## config.mk

```make
export PLATFORM = sky130hd
export DESIGN_NAME = pmod_ssd_capture_flat
export DESIGN_NICKNAME = d
export VERILOG_FILES = /design/src/rtl/pmod_ssd_capture_if.sv /design/src/rtl/pmod_ssd_capture.sv /design/src/flat_wrapper.sv
export SDC_FILE = /design/constraint.sdc
export NUM_CORES = 1
export LEC_CHECK = 0
export BUFFER_PORTS_ARGS = -buffer_cell sky130_fd_sc_hd__buf_2
export CAP_MARGIN = 15
export CORE_MARGIN = 5
export CORE_UTILIZATION = 35
export DETAILED_ROUTE_END_ITERATION = 6
export SYNTH_ARGS = -nofsm -noshare
export SYNTH_HDL_FRONTEND = slang
export SYNTH_SLANG_ARGS = --single-unit
```

## constraint.sdc

```tcl
create_clock -name i_clk_20mhz -period 2.15 [get_ports i_clk_20mhz]
set_clock_uncertainty 0.1 [all_clocks]
set_input_delay 0.215 -clock i_clk_20mhz [delete_from_list [all_inputs] [get_ports i_clk_20mhz]]
set_output_delay 0.215 -clock i_clk_20mhz [all_outputs]
set_load 0.01 [all_outputs]
```

## src/rtl/pmod_ssd_capture_if.sv

```systemverilog
// PmodSSD capture bus: raw display pins in, decoded value and status out.
// master = pin driver / consumer side, slave = the capture block.
interface pmod_ssd_capture_if;
  logic [7:0] i_ssd_pmod;
  logic [7:0] o_value;
  logic       o_valid;
  logic       o_seg_err;
  logic       o_stale;

  modport master (output i_ssd_pmod, input o_value, o_valid, o_seg_err, o_stale);
  modport slave  (input i_ssd_pmod, output o_value, o_valid, o_seg_err, o_stale);
endinterface

```

## src/rtl/pmod_ssd_capture.sv

```systemverilog
// Loopback monitor for a multiplexed PmodSSD: demuxes, debounces and decodes two digits.
// Optional macro SSD_CAPTURE_CHANGE_ONLY_EN: o_valid only pulses when the published pair changes.
//
// state       | meaning
// ST_WAIT     | waiting for a stable segment pattern on the current digit
// ST_CAPTURED | pattern for the current digit taken; watching for a change
module pmod_ssd_capture #(
  parameter int par_stable_cycles  = 16,
  parameter int par_timeout_cycles = 600000
) (
  input  logic             i_clk_20mhz,
  input  logic             i_rst_20mhz,
  pmod_ssd_capture_if.slave bus
);
  localparam int FW = $clog2(par_stable_cycles);
  localparam int TW = $clog2(par_timeout_cycles);
  localparam logic [FW-1:0] FILT_MAX = FW'(par_stable_cycles - 1);
  localparam logic [FW-1:0] FILT_PRE = FW'(par_stable_cycles - 2);
  localparam logic [TW-1:0] TO_MAX   = TW'(par_timeout_cycles - 1);
  localparam logic [TW-1:0] TO_PRE   = TW'(par_timeout_cycles - 2);

  typedef enum logic {ST_WAIT, ST_CAPTURED} state_t;

  state_t        state_q, state_d;
  logic [7:0]    meta_q, sync_q;
  logic          sel_q;
  logic [6:0]    seg_prev_q;
  logic [FW-1:0] filt_q, filt_d;
  logic [TW-1:0] to_q, to_d;
  logic [3:0]    nib0_q, nib0_d, nib1_q, nib1_d;
  logic          flag0_q, flag0_d, flag1_q, flag1_d;
  logic          pub_pend_q, pub_pend_d;
  logic [7:0]    value_q, value_d;
  logic          valid_q, valid_d;
  logic          seg_err_q, seg_err_d;
  logic          stale_q, stale_d;
  logic          sel_edge, seg_eq, stable, capture, to_hit;
  logic [4:0]    dec;

  function automatic logic [4:0] decode(input logic [6:0] p);
    case (p)
      7'h3F: decode = 5'h10;  7'h06: decode = 5'h11;
      7'h5B: decode = 5'h12;  7'h4F: decode = 5'h13;
      7'h66: decode = 5'h14;  7'h6D: decode = 5'h15;
      7'h7D: decode = 5'h16;  7'h07: decode = 5'h17;
      7'h7F: decode = 5'h18;  7'h67: decode = 5'h19;
      7'h77: decode = 5'h1A;  7'h7C: decode = 5'h1B;
      7'h39: decode = 5'h1C;  7'h5E: decode = 5'h1D;
      7'h79: decode = 5'h1E;  7'h71: decode = 5'h1F;
      default: decode = 5'h00;
    endcase
  endfunction

  always_ff @(posedge i_clk_20mhz or posedge i_rst_20mhz) begin
    if (i_rst_20mhz) begin
      meta_q     <= '0;
      sync_q     <= '0;
      sel_q      <= 1'b0;
      seg_prev_q <= '0;
      filt_q     <= '0;
      to_q       <= '0;
      state_q    <= ST_WAIT;
      nib0_q     <= '0;
      nib1_q     <= '0;
      flag0_q    <= 1'b0;
      flag1_q    <= 1'b0;
      pub_pend_q <= 1'b0;
      value_q    <= '0;
      valid_q    <= 1'b0;
      seg_err_q  <= 1'b0;
      stale_q    <= 1'b0;
    end else begin
      meta_q     <= bus.i_ssd_pmod;
      sync_q     <= meta_q;
      sel_q      <= sync_q[7];
      seg_prev_q <= sync_q[6:0];
      filt_q     <= filt_d;
      to_q       <= to_d;
      state_q    <= state_d;
      nib0_q     <= nib0_d;
      nib1_q     <= nib1_d;
      flag0_q    <= flag0_d;
      flag1_q    <= flag1_d;
      pub_pend_q <= pub_pend_d;
      value_q    <= value_d;
      valid_q    <= valid_d;
      seg_err_q  <= seg_err_d;
      stale_q    <= stale_d;
    end
  end

  always_comb begin
    sel_edge   = sync_q[7] ^ sel_q;
    seg_eq     = (sync_q[6:0] == seg_prev_q);
    // Stable is asserted on the cycle the counter lands on its top value, and held while saturated
    stable     = seg_eq && ((filt_q == FILT_PRE) || (filt_q == FILT_MAX));
    to_hit     = !sel_edge && (to_q == TO_PRE);
    dec        = decode(sync_q[6:0]);

    filt_d     = filt_q;
    to_d       = to_q;
    stale_d    = stale_q;
    state_d    = state_q;
    capture    = 1'b0;
    nib0_d     = nib0_q;
    nib1_d     = nib1_q;
    flag0_d    = flag0_q;
    flag1_d    = flag1_q;
    pub_pend_d = 1'b0;
    value_d    = value_q;
    valid_d    = 1'b0;
    seg_err_d  = 1'b0;

    if (sel_edge || !seg_eq) filt_d = '0;
    else if (filt_q != FILT_MAX) filt_d = filt_q + 1'b1;

    if (sel_edge) begin
      to_d    = '0;
      stale_d = 1'b0;
    end else begin
      if (to_q != TO_MAX) to_d = to_q + 1'b1;
      if (to_hit) stale_d = 1'b1;
    end

    if (sel_edge) state_d = ST_WAIT;
    else begin
      case (state_q)
        ST_WAIT: if (stable) begin
          capture = 1'b1;
          state_d = ST_CAPTURED;
        end
        ST_CAPTURED: if (!seg_eq) state_d = ST_WAIT;
        default: state_d = ST_WAIT;
      endcase
    end

    if (pub_pend_q) begin
      value_d = {nib1_q, nib0_q};
`ifdef SSD_CAPTURE_CHANGE_ONLY_EN
      valid_d = ({nib1_q, nib0_q} != value_q);
`else
      valid_d = 1'b1;
`endif
      flag0_d = 1'b0;
      flag1_d = 1'b0;
    end

    if (capture) begin
      seg_err_d = !dec[4] && (sync_q[6:0] != 7'h00);
      if (sync_q[7]) begin
        flag1_d = dec[4];
        if (dec[4]) nib1_d = dec[3:0];
      end else begin
        flag0_d = dec[4];
        if (dec[4]) nib0_d = dec[3:0];
      end
      pub_pend_d = dec[4] && !to_hit && (sync_q[7] ? flag0_q : flag1_q);
    end

    if (to_hit) begin
      flag0_d = 1'b0;
      flag1_d = 1'b0;
    end
  end

  assign bus.o_value   = value_q;
  assign bus.o_valid   = valid_q;
  assign bus.o_seg_err = seg_err_q;
  assign bus.o_stale   = stale_q;
endmodule

```

## src/flat_wrapper.sv

```systemverilog
// flat-port wrapper written by rule: the top's interface ports become plain ports
module pmod_ssd_capture_flat 
#(
  parameter int par_stable_cycles  = 16,
  parameter int par_timeout_cycles = 600000
)
  (i_clk_20mhz, i_rst_20mhz, bus_i_ssd_pmod, bus_o_value, bus_o_valid, bus_o_seg_err, bus_o_stale);
  pmod_ssd_capture_if bus_i ();
  input  logic i_clk_20mhz;
  input  logic i_rst_20mhz;
  input wire logic [$bits(bus_i.i_ssd_pmod)-1:0] bus_i_ssd_pmod;
  output wire logic [$bits(bus_i.o_value)-1:0] bus_o_value;
  output wire logic [$bits(bus_i.o_valid)-1:0] bus_o_valid;
  output wire logic [$bits(bus_i.o_seg_err)-1:0] bus_o_seg_err;
  output wire logic [$bits(bus_i.o_stale)-1:0] bus_o_stale;
  assign bus_i.i_ssd_pmod = bus_i_ssd_pmod;
  assign bus_o_value = bus_i.o_value;
  assign bus_o_valid = bus_i.o_valid;
  assign bus_o_seg_err = bus_i.o_seg_err;
  assign bus_o_stale = bus_i.o_stale;
  pmod_ssd_capture #(.par_stable_cycles(par_stable_cycles), .par_timeout_cycles(par_timeout_cycles)) u_core (.i_clk_20mhz(i_clk_20mhz), .i_rst_20mhz(i_rst_20mhz), .bus(bus_i));
endmodule
```

-- After elaboration in Yosys (flattened, before gate mapping)
Index checks and enable logic that the tools add are counted.
- bits in registers: 71
- input bits: 10
- output and inout port bits: 11
- add/sub/neg operators: 2
- eq/ne operators: 22
- mux-type cells: 25
- bitwise gates (word level): 3
- reductions and logical operators: 17
- operators with widths (operator ; count):
    $eq A7 B7 Y1 const B ; 12
    $pmux W5 S16 ; 1
    $mux W20 ; 2
    $add A20 B1 Y20 const B ; 1
    $eq A20 B20 Y1 const B ; 1
    $ne A20 B20 Y1 const B ; 1
    $mux W1 ; 19
    $eq A7 B3 Y1 const B ; 2
    $eq A7 B6 Y1 const B ; 2
    $eq A4 B4 Y1 const B ; 2
    $mux W4 ; 2
    $eq A7 B7 Y1 ; 1
    $reduce_bool A7 Y1 ; 1
    $reduce_and A3 Y1 ; 2
    $reduce_bool A2 Y1 ; 3
    $logic_and A1 B1 Y1 ; 5
    $add A4 B1 Y4 const B ; 1
    $logic_not A1 Y1 ; 4
    $ne A4 B4 Y1 const B ; 1
    $logic_or A1 B1 Y1 ; 2
    $not A1 Y1 ; 2
    $pmux W1 S2 ; 1
    $xor A1 B1 Y1 ; 1

-- Longest topological paths before layout
Gate-level depths: netlist of the first run.
- word-level depth: 8
- depth in mapped cells: 7
- gate-level depth less buffers: 7

-- Worst setup path before layout of the first run
OpenSTA, ideal clock, no wires.
- kind: register -> register
- start point: reg u_core.sync_q[0]
- end point: reg u_core.nib0_q[0]
- setup time: 128 ps
- data arrival time: 1848 ps
- required time: 1922 ps
- setup slack: 74 ps
- stages on the path, launching flop included: 7
- buffers on the path: 1
- cell sequence: dfrtp_1 buf_6 or3b_1 a221oi_2 a311oi_4 a31oi_4 mux2_1
- word-level cells in the longest chain between the ends: 6
- ends and longest elaborated chain (what ; line ; source):
    from (decl) ; pmod_ssd_capture.sv:25 ; logic [7:0] meta_q, sync_q;
    from (signal assigned) ; pmod_ssd_capture.sv:74 ; sync_q <= meta_q;
    $eq A7 B7 Y1 ; pmod_ssd_capture.sv:94 ; seg_eq = (sync_q[6:0] == seg_prev_q);
    $logic_and A1 B1 Y1 ; pmod_ssd_capture.sv:96 ; stable = seg_eq && ((filt_q == FILT_PRE) || (filt_q == FILT_MAX));
    $mux W1 ; pmod_ssd_capture.sv:128 ; ST_WAIT: if (stable) begin
    $mux W1 ; pmod_ssd_capture.sv:127 ; case (state_q)
    $mux W1 ; pmod_ssd_capture.sv:125 ; if (sel_edge) state_d = ST_WAIT;
    $reduce_and A3 Y1 (no line) ; -- ;
    to (signal assigned) ; pmod_ssd_capture.sv:80 ; nib0_q <= nib0_d;
    to (decl) ; pmod_ssd_capture.sv:30 ; logic [3:0] nib0_q, nib0_d, nib1_q, nib1_d;
Several ways; a longest one is shown, not always the timed one.
A chain may end at the register's enable or synchronous reset.

-- Final worst setup path of the first run
- start point: reg u_core.sync_q[1]
- end point: reg u_core.nib1_q[1]
- word-level cells in the longest chain between the ends: 6
- ends and longest elaborated chain (what ; line ; source):
    $eq A7 B7 Y1 ; pmod_ssd_capture.sv:94 ;
    $logic_and A1 B1 Y1 ; pmod_ssd_capture.sv:96 ;
    $mux W1 ; pmod_ssd_capture.sv:128 ;
    $mux W1 ; pmod_ssd_capture.sv:127 ;
    $mux W1 ; pmod_ssd_capture.sv:125 ;
    $reduce_and A3 Y1 (no line) ; -- ;
    to (signal assigned) ; pmod_ssd_capture.sv:81 ; nib1_q <= nib1_d;
    to (decl) ; pmod_ssd_capture.sv:30 ;
Several ways; a longest one is shown, not always the timed one.

==> results.sh, run 1 <==
export IMPL_clkTransAtPathRegs_ns=0.08
export IMPL_yosys_warnings=0
export IMPL_vias_per_cell=4.767
export IMPL_cp_arrival_ns=2.17
export IMPL_synth_edf_count=0
export IMPL_synth_cells=297
export IMPL_tightest_slew_ns=0.5830
export IMPL_setup_violations_final=0
export IMPL_power_density_mw_per_mm2=663.0
export IMPL_critPathRequiredTime_ns=2.27
export IMPL_drt_iter0_drc=126
export IMPL_routed_wl_mm=6.090
export IMPL_cp_start_kind="register"
export IMPL_synth_distinct_cells=53
export IMPL_die_width_um=108.5
export IMPL_drv_cap=0
export IMPL_antenna_diode_count=0
export IMPL_ys_top_cells_by_count="dfrtp_1, nor2_1, nand2_1, a21oi_1, inv_1"
export IMPL_grtUsageTotal=0.1187
export IMPL_clock_path_buffers=2
export IMPL_grt_pass1_vias=2308
export IMPL_netlist_area_sq_mm=0.003395
export IMPL_ir_drop_v=0.0002124
export IMPL_crit_path_end_kind="register"
export IMPL_synthSimpleGateAreaFrac=0.2142
export IMPL_criticalPathCategory="register to register"
export IMPL_synth_seq_cells=71
export IMPL_initial_utilization=0.3538
export IMPL_synth_top_family_by_area="simple AND/OR/NAND/NOR gates"
export IMPL_grt_remaining_overflow=0
export IMPL_status="complete, no violations"
export IMPL_hold_class="register to register"
export IMPL_ios=21
export IMPL_gp_congestion=0.8367
export IMPL_cts_root_buffer="clkbuf_8"
export IMPL_power_leakage_nw=1.830
export IMPL_drc=0
export IMPL_layout_min_cycle_time_ns=2.053
export IMPL_synth_top_cell_by_area="dfrtp_1"
export IMPL_num_nets_final=361
export IMPL_vias=2312
export IMPL_htree_num_levels=3
export IMPL_fillCellCount=922
export IMPL_cts_buffers=9
export IMPL_synth_mux_area_frac=0.04276
export IMPL_worst_path_max_fanout=8
export IMPL_synth_seq_area_share=0.5234
export IMPL_synth_most_common_cell="dfrtp_1"
export IMPL_synth_area_top_cells="dfrtp_1, xnor2_1, xor2_1, nor2_1, mux2_2"
export IMPL_num_rows=36
export IMPL_synth_compound_gate_area_share=0.09362
export IMPL_dp_hpwl_mm=4.248
export IMPL_synth_top_cell_area_share=0.5234
export IMPL_placed_cell_area_sq_mm=0.003749
export IMPL_fin_area_sq_mm=0.004066
export IMPL_grt_antenna_before_repair=0
export IMPL_grt_max_degree=45
export IMPL_fmax_mhz=487.0
export IMPL_final_core_util=0.4238
export IMPL_synth_nets=311
export IMPL_coreArea_sq_mm=0.009594
export IMPL_area_growth_pct=19.79
export IMPL_relSlewSlack=0.6108
export IMPL_slew_viol_final=0
export IMPL_finalHoldViolations=0
export IMPL_grt_pass1_wl_mm=10.95
export IMPL_drt_pass1_iterations=4
export IMPL_die_h_um=108.5
export IMPL_dieArea_sq_mm=0.01177
export IMPL_async_flop_share=1.000
export IMPL_synthXorXnorAreaFrac=0.06708
export IMPL_tritoncts="built"
export IMPL_drtAntennaViolNets=0
export IMPL_clock_latency_ns=0.34
export IMPL_layout_drive_gt1_share=0.2472
export IMPL_synth_ff_type="dfrtp_1"
export IMPL_cts_sinks=71
export IMPL_synthAdderAreaFrac=0.01474
export IMPL_total_power_mw=2.696
export IMPL_wl_per_cell_um=12.56
export IMPL_port_buffers=20
export IMPL_avgSynthCellArea_sq_um=11.43
export IMPL_period_share=0.9550
## final timing paths
path | cells after the start | slack (ns) | startpoint | to
min reg2reg | 0 | 0.25 | u_core.meta_q[5]$_DFF_PP0_ | u_core.sync_q[5]$_DFF_PP0_
max reg2reg | 5 | 0.1 | u_core.sync_q[1]$_DFF_PP0_ | u_core.nib1_q[1]$_DFFE_PP0P_
min in group asynchronous | 3 | 0.39 | i_rst_20mhz | u_core.meta_q[7]$_DFF_PP0_
max | 5 | 0.1 | u_core.sync_q[1]$_DFF_PP0_ | u_core.nib1_q[1]$_DFFE_PP0P_
min | 0 | 0.25 | u_core.meta_q[5]$_DFF_PP0_ | u_core.sync_q[5]$_DFF_PP0_
max in group asynchronous | 4 | 0.93 | i_rst_20mhz | u_core.nib1_q[2]$_DFFE_PP0P_
## routing by layer
metal | global-route usage | routed length (um)
met1 | 0.1587 | 2883
met2 | 0.1849 | 3000
met3 | 0.02866 | 151
met4 | 0.04869 | 55
met5 | 0 | 0
## area by class of cell
class | instances | area (sq um) | area share
flip-flops and latches | 71 | 1779 | 0.4375
multi-input cells | 198 | 1479 | 0.3637
repair buffers | 53 | 382.9 | 0.09415
well taps | 133 | 166.4 | 0.04092
clock buffers | 11 | 141.4 | 0.03477
clock inverters | 5 | 65.06 | 0.01600
inverters | 14 | 52.55 | 0.01292
## per-stage QoR
step	setup slack [ns]	hold WS, ns	std cells	TNS (ns)
4_1_cts	0.01283	0.2537	484	0
3_3_place_gp	0.02102	0.2183	459	0
3_5_place_dp	0.02107	0.2115	459	0
6_report	0.09674	0.2506	485	0
2_1_floorplan	0.03843	0.1464	297	0
5_1_grt	-0.005542	0.2589	485	-0.005542
## state kept, by name, indices dropped and copies added, names as in the netlist
| name | flops |
|---|---|
| u_core.sync_q | 8 |
| u_core.bus.o_stale | 1 |
| u_core.sel_q | 1 |
| u_core.bus.o_value | 8 |
| u_core.flag0_q | 1 |
| u_core.filt_q | 4 |
| u_core.meta_q | 8 |
| u_core.flag1_q | 1 |
| u_core.state_q | 1 |
| u_core.pub_pend_q | 1 |
| u_core.to_q | 20 |
| u_core.bus.o_valid | 1 |
| u_core.nib1_q | 4 |
| u_core.bus.o_seg_err | 1 |
| u_core.nib0_q | 4 |
| u_core.seg_prev_q | 7 |
## power breakdown
part / internal [mW] / switching [mW]
sequential: 1.37 / 0.0291
clock: 0.579 / 0.523
combinational: 0.0818 / 0.117
total: 2.03 / 0.669
## critical path: stages (launching register included)
cell and delay (ns):
dfrtp_2 0.45, or3b_1 0.41, a221oi_4 0.28, a311oi_4 0.11, a31oi_4 0.25, mux2_1 0.34
## logic make-up (layout without fill, tap and decap cells)
kind of cell | Yosys count | in the layout
flip-flops | 71 | 71
XOR/XNOR | 26 | 26
AND/OR/NAND/NOR | 113 | 113
buffers and inverters | 28 | 83
AO/OA/AOI/OAI | 42 | 42
multiplexers | 13 | 13
adder cells (fa/ha/maj) | 4 | 4
## cell usage in the layout, fill, tap and decap left out, drive strengths merged, types with 9 or more instances in the layout
master        n
a21oi        14
buf          44
clkbuf       11
dfrtp        71
dlygate4sd3   9
inv          15
mux2         12
nand2        16
nand3        11
nor2         28
nor3         10
xnor2        13
xor2         13
## what timing repair did
| action | in CTS | in global routing |
|---|---|---|
| hold buffers | 9 | 0 |
| resized for setup | 0 | 4 |
| setup buffers | 0 | 1 |
| endpoints found under the hold margin | 35 | 0 |
| setup endpoints to repair | 0 | 4 |
No activity file was read; power rests on OpenSTA's default activity.
==> run 2, diff against run 1 <==
--- a/config.mk
+++ b/config.mk
@@ -7,7 +7,7 @@
 export LEC_CHECK = 0
 export BUFFER_PORTS_ARGS = -buffer_cell sky130_fd_sc_hd__buf_2
 export CAP_MARGIN = 15
-export CORE_MARGIN = 5
+export CORE_MARGIN = 4
 export CORE_UTILIZATION = 35
 export DETAILED_ROUTE_END_ITERATION = 6
 export SYNTH_ARGS = -nofsm -noshare
==> results.sh, run 2 (same netlist as run 1, synthesis figures left out) <==
export IMPL_status="complete, no violations"
export IMPL_rr_endpoint="u_core.nib0_q[1]$_DFFE_PP0P_"
export IMPL_layout_commonest_cell="dfrtp_1"
export IMPL_layout_min_cycle_time_ns=2.059
export IMPL_slew_viol_final=0
export IMPL_num_nets_final=364
export IMPL_ir_drop_v=0.0002501
export IMPL_place_ws_ns=0.006670
export IMPL_die_width_um=106.5
export IMPL_num_rows=35
export IMPL_vias_per_cell=4.807
export IMPL_finalWorstSetupSlack_ns=0.09124
export IMPL_total_power_mw=2.900
export IMPL_dp_hpwl_mm=4.310
export IMPL_grtUsageTotal=0.1204
export IMPL_crit_family="simple AND/OR/NAND/NOR gates"
export IMPL_die_h_um=106.5
export IMPL_relSlewSlack=0.5827
export IMPL_antenna_diode_count=0
export IMPL_cts_root_buffer="clkbuf_8"
export IMPL_power_leakage_nw=1.857
export IMPL_path_buf_inv=0
export IMPL_fmax_mhz=485.7
export IMPL_cp_depth=5
export IMPL_layout_drive_gt1_share=0.2599
export IMPL_coreArea_sq_mm=0.009328
export IMPL_grt_antenna_before_repair=0
export IMPL_vias=2322
export IMPL_drt_iter0_drc=127
export IMPL_crit_path_end_kind="register"
export IMPL_critPathRequiredTime_ns=2.28
export IMPL_slowest_stage="dfrtp_1"
export IMPL_hold_class="register to register"
export IMPL_ios=21
export IMPL_cp_arrival_ns=2.19
export IMPL_dieArea_sq_mm=0.01134
export IMPL_criticalPathCategory="register to register"
export IMPL_cp_endpoint="u_core.nib0_q[1]$_DFFE_PP0P_"
export IMPL_routed_wl_mm=6.214
export IMPL_grt_pass1_vias=2284
export IMPL_placed_cell_area_sq_mm=0.003751
export IMPL_tightest_slew_ns=0.6250
export IMPL_drv_cap=0
export IMPL_power_density_mw_per_mm2=702.5
export IMPL_crit_chain="and4bb_1 -> and3_1 -> nor3_4 -> a31oi_4 -> mux2_1"
export IMPL_period_share=0.9576
export IMPL_cts_sinks=71
export IMPL_fin_area_sq_mm=0.004128
export IMPL_initial_utilization=0.3639
export IMPL_clock_latency_ns=0.35
export IMPL_startpoint="u_core.sync_q[4]$_DFF_PP0_"
export IMPL_cp_start_kind="register"
export IMPL_htree_num_levels=3
export IMPL_tritoncts="built"
export IMPL_port_buffers=20
export IMPL_setup_tns_final_ns=0
export IMPL_clock_path_buffers=2
export IMPL_worst_path_max_fanout=9
export IMPL_drtAntennaViolNets=0
export IMPL_reg2reg_depth=5
export IMPL_drc=0
export IMPL_largest_reg_flops=20
export IMPL_gp_congestion=0.7636
export IMPL_finalHoldViolations=0
export IMPL_grt_pass1_wl_mm=10.92
export IMPL_reg2reg_from="u_core.sync_q[4]$_DFF_PP0_"
export IMPL_grt_remaining_overflow=0
export IMPL_cts_buffers=9
export IMPL_clkTransAtPathRegs_ns=0.08
export IMPL_timing_reg2reg_setup_slack_ns=0.09
export IMPL_final_cell_mix="dfrtp_1, nor2_1, buf_4"
export IMPL_area_growth_pct=21.60
export IMPL_grt_max_degree=32
export IMPL_wl_per_cell_um=12.87
export IMPL_drt_pass1_iterations=4
export IMPL_setup_violations_final=0
export IMPL_regMostFlops="u_core.to_q"
export IMPL_slowest_delay_ns=0.53
==> run 2: layer usage <==
layer	part of all wire	global-route usage
met5	0	0
met4	0.020	0.05479
met3	0.029	0.03097
met2	0.47	0.1824
met1	0.48	0.1622
==> run 2: how the worst min path moves through the flow <==
stage                                    start                         end  slack (ns)  depth (start not counted)
floorplan                    bus_i_ssd_pmod[0]  u_core.meta_q[0]$_DFF_PP0_        0.15                          0
global placement             bus_i_ssd_pmod[4]  u_core.meta_q[4]$_DFF_PP0_        0.22                          1
detailed placement           bus_i_ssd_pmod[4]  u_core.meta_q[4]$_DFF_PP0_        0.23                          1
CTS                 u_core.meta_q[7]$_DFF_PP0_  u_core.sync_q[7]$_DFF_PP0_        0.25                          0
global route        u_core.meta_q[5]$_DFF_PP0_  u_core.sync_q[5]$_DFF_PP0_        0.26                          0
finish              u_core.meta_q[7]$_DFF_PP0_  u_core.sync_q[7]$_DFF_PP0_        0.25                          0
==> run 2: what timing repair did <==
action | 4_1_cts | 5_1_grt
hold buffers | 9 | 0
endpoints found under the hold margin | 36 | 0
gates resized for setup | 0 | 5
buffers inserted | 0 | 3
endpoints found under the setup margin | 0 | 5
==> run 2: power breakdown <==
group | total [mW] | switching, mW | internal [mW]
Clock | 1.30 | 0.504 | 0.798
Sequential | 1.40 | 0.0314 | 1.37
Combinational | 0.200 | 0.115 | 0.0848
==> run 2: stage by stage <==
stage / instances / hold WS, ns / util
after floorplan: 297 / 0.1464 / -
after global placement: 456 / 0.2240 / 0.4021
after detailed placement: 456 / 0.2272 / 0.4021
after CTS: 480 / 0.2512 / 0.4380
after global routing: 483 / 0.2573 / 0.4425
final: 483 / 0.2494 / 0.4425
==> run 2: final cells by class <==
class                   count  area [sq um]
clock buffers              10         137.6
inverters                  14         52.55
repair buffers             56         405.4
flip-flops and latches     71          1780
clock inverters             5         106.4
well taps                 129         161.4
fillers                   845          5200
multi-input cells         198          1484
==> run 2: worst reg2reg max path, cell delays in order, from the launching register on <==
cell      delay (ns)
dfrtp_1         0.53
and4bb_1        0.31
and3_1          0.22
nor3_4          0.30
a31oi_4         0.14
mux2_1          0.34
==> run 3, diff against run 2 <==
==> constraint.sdc (replaced) <==
create_clock -name i_clk_20mhz -period 2.15 [get_ports i_clk_20mhz]
set_clock_uncertainty 0.1 [all_clocks]
set_input_delay 0 -clock i_clk_20mhz [delete_from_list [all_inputs] [get_ports i_clk_20mhz]]
set_output_delay 0 -clock i_clk_20mhz [all_outputs]
set_load 0.01 [all_outputs]
==> results.sh, run 3 (same netlist as run 1, synthesis figures left out) <==
export IMPL_status="complete, no violations"
export IMPL_post_cts_buffers=0
export IMPL_criticalPathCategory="register to register"
export IMPL_met2WireLength_mm=2.841
export IMPL_dp_cells=455
export IMPL_grt_max_degree=59
export IMPL_stdcell_count=479
export IMPL_ios=21
export IMPL_setup_tns_final_ns=0
export IMPL_placed_cell_area_sq_mm=0.003744
export IMPL_clock_latency_ns=0.34
export IMPL_layout_drive_gt1_share=0.2600
export IMPL_ir_drop_v=0.0002450
export IMPL_slew_viol_final=0
export IMPL_fin_area_sq_mm=0.004076
export IMPL_largest_reg_flops=20
export IMPL_layout_commonest_cell="dfrtp_1"
export IMPL_rr_endpoint="u_core.nib1_q[1]$_DFFE_PP0P_"
export IMPL_clock_path_buffers=2
export IMPL_power_leakage_nw=1.824
export IMPL_coreArea_sq_mm=0.009328
export IMPL_drv_cap=0
export IMPL_top_layer="met4"
export IMPL_slowest_stage="dfrtp_2"
export IMPL_drt_pass1_iterations=5
export IMPL_place_ws_ns=0.02764
export IMPL_grt_pass1_vias=2302
export IMPL_cp_endpoint="u_core.nib1_q[1]$_DFFE_PP0P_"
export IMPL_grt_pass1_wl_mm=10.95
export IMPL_critPathRequiredTime_ns=2.28
export IMPL_slowest_delay_ns=0.46
export IMPL_die_width_um=106.5
export IMPL_finalHoldViolations=0
export IMPL_reg2reg_depth=5
export IMPL_wl_met1_mm=2.986
export IMPL_tritoncts="built"
export IMPL_htree_num_levels=3
export IMPL_final_seq_area_sq_mm=0.001784
export IMPL_path_buf_inv=0
export IMPL_die_h_um=106.5
export IMPL_drtAntennaViolNets=0
export IMPL_drt_iter0_drc=125
export IMPL_vias_per_cell=4.843
export IMPL_final_cell_mix="dfrtp_1, nor2_1, buf_4"
export IMPL_cp_arrival_ns=2.19
export IMPL_crit_family="compound AO/OA/AOI/OAI gates"
export IMPL_regMostFlops="u_core.to_q"
export IMPL_fillCellCount=859
export IMPL_fmax_mhz=484.6
export IMPL_cts_root_buffer="clkbuf_8"
export IMPL_grt_antenna_before_repair=0
export IMPL_hold_class="primary input to asynchronous set/reset pin"
export IMPL_worst_path_max_fanout=9
export IMPL_reg2reg_from="u_core.sync_q[1]$_DFF_PP0_"
export IMPL_wl_per_cell_um=12.87
export IMPL_period_share=0.9599
export IMPL_grt_remaining_overflow=0
export IMPL_multi_input_area_sq_mm=0.001484
export IMPL_routed_wl_mm=6.167
export IMPL_tightest_slew_ns=0.4319
export IMPL_crit_path_end_kind="register"
export IMPL_rsz0062_at_grt="no"
export IMPL_dieArea_sq_mm=0.01134
export IMPL_antenna_diode_count=0
export IMPL_gp_congestion=0.7835
export IMPL_timing_reg2reg_setup_slack_ns=0.09
export IMPL_num_rows=35
export IMPL_power_density_mw_per_mm2=680.9
export IMPL_setup_violations_final=0
export IMPL_cts_sinks=71
export IMPL_num_nets_final=360
export IMPL_clkTransAtPathRegs_ns=0.08
export IMPL_vias=2320
export IMPL_layout_min_cycle_time_ns=2.064
export IMPL_startpoint="u_core.sync_q[1]$_DFF_PP0_"
export IMPL_cp_start_kind="register"
export IMPL_cts_buffers=9
export IMPL_relSlewSlack=0.7099
export IMPL_area_growth_pct=20.09
export IMPL_grtUsageTotal=0.1199
export IMPL_port_buffers=20
export IMPL_dp_hpwl_mm=4.215
export IMPL_met3_length_um=207
export IMPL_drc=0
export IMPL_whs_ns=0.04993
export IMPL_cp_depth=5
export IMPL_initial_utilization=0.3639
export IMPL_finalWorstSetupSlack_ns=0.08631
export IMPL_crit_chain="or3b_1 -> a221oi_4 -> a311oi_4 -> a31oi_4 -> mux2_1"
-- run 3: through the flow --
stage | utilization | total power, mW
2_1_floorplan | - | 1.554
3_3_place_gp | 0.4013 | 1.604
3_5_place_dp | 0.4013 | 1.606
4_1_cts | 0.4345 | 2.809
5_1_grt | 0.4370 | 2.897
6_report | 0.4370 | 2.776
-- run 3: worst min-delay path by stage --
stage                                   to  cells after the start
2_1_floorplan   u_core.meta_q[0]$_DFF_PP0_                      0
3_5_place_dp   u_core.to_q[12]$_DFFE_PP0P_                      2
4_1_cts        u_core.to_q[13]$_DFFE_PP0P_                      3
3_3_place_gp    u_core.meta_q[7]$_DFF_PP0_                      2
5_1_grt         u_core.to_q[7]$_DFFE_PP0P_                      3
6_report       u_core.to_q[11]$_DFFE_PP0P_                      3
-- run 3: power by group --
group	internal, mW	switching, mW	leakage, nW
logic	0.0805	0.115	0.788
registers	1.37	0.0320	0.928
clock network	0.681	0.501	0.109
total	2.13	0.647	1.82
-- run 3: what timing repair did --
item / in CTS / in global routing
setup endpoints to repair: 0 / 6
gates resized for setup: 0 / 8
hold endpoints to repair: 79 / 0
hold buffers: 9 / 0
-- run 3: worst register-to-register path: cells and delay by family, from the launching register on --
kind	cells	cell delay, ns
AND/OR/NAND/NOR	1	0.42
AO/OA/AOI/OAI	3	0.62
flip-flops	1	0.46
multiplexers	1	0.35
-- run 3: layout make-up --
| cell class | count | share of cell area |
|---|---|---|
| clock buffers | 10 | 0.03376 |
| clock inverters | 5 | 0.01995 |
| inverters | 14 | 0.01289 |
| repair buffers | 52 | 0.09208 |
| flip-flops and latches | 71 | 0.4377 |
| well taps | 129 | 0.03959 |
| multi-input cells | 198 | 0.3640 |
-- run 3: metal layers --
metal / vias up / track usage
met2: 48 / 0.1819
met5: - / 0
li1: 1149 / -
met3: 10 / 0.02368
met4: 0 / 0.05479
met1: 1113 / 0.1657
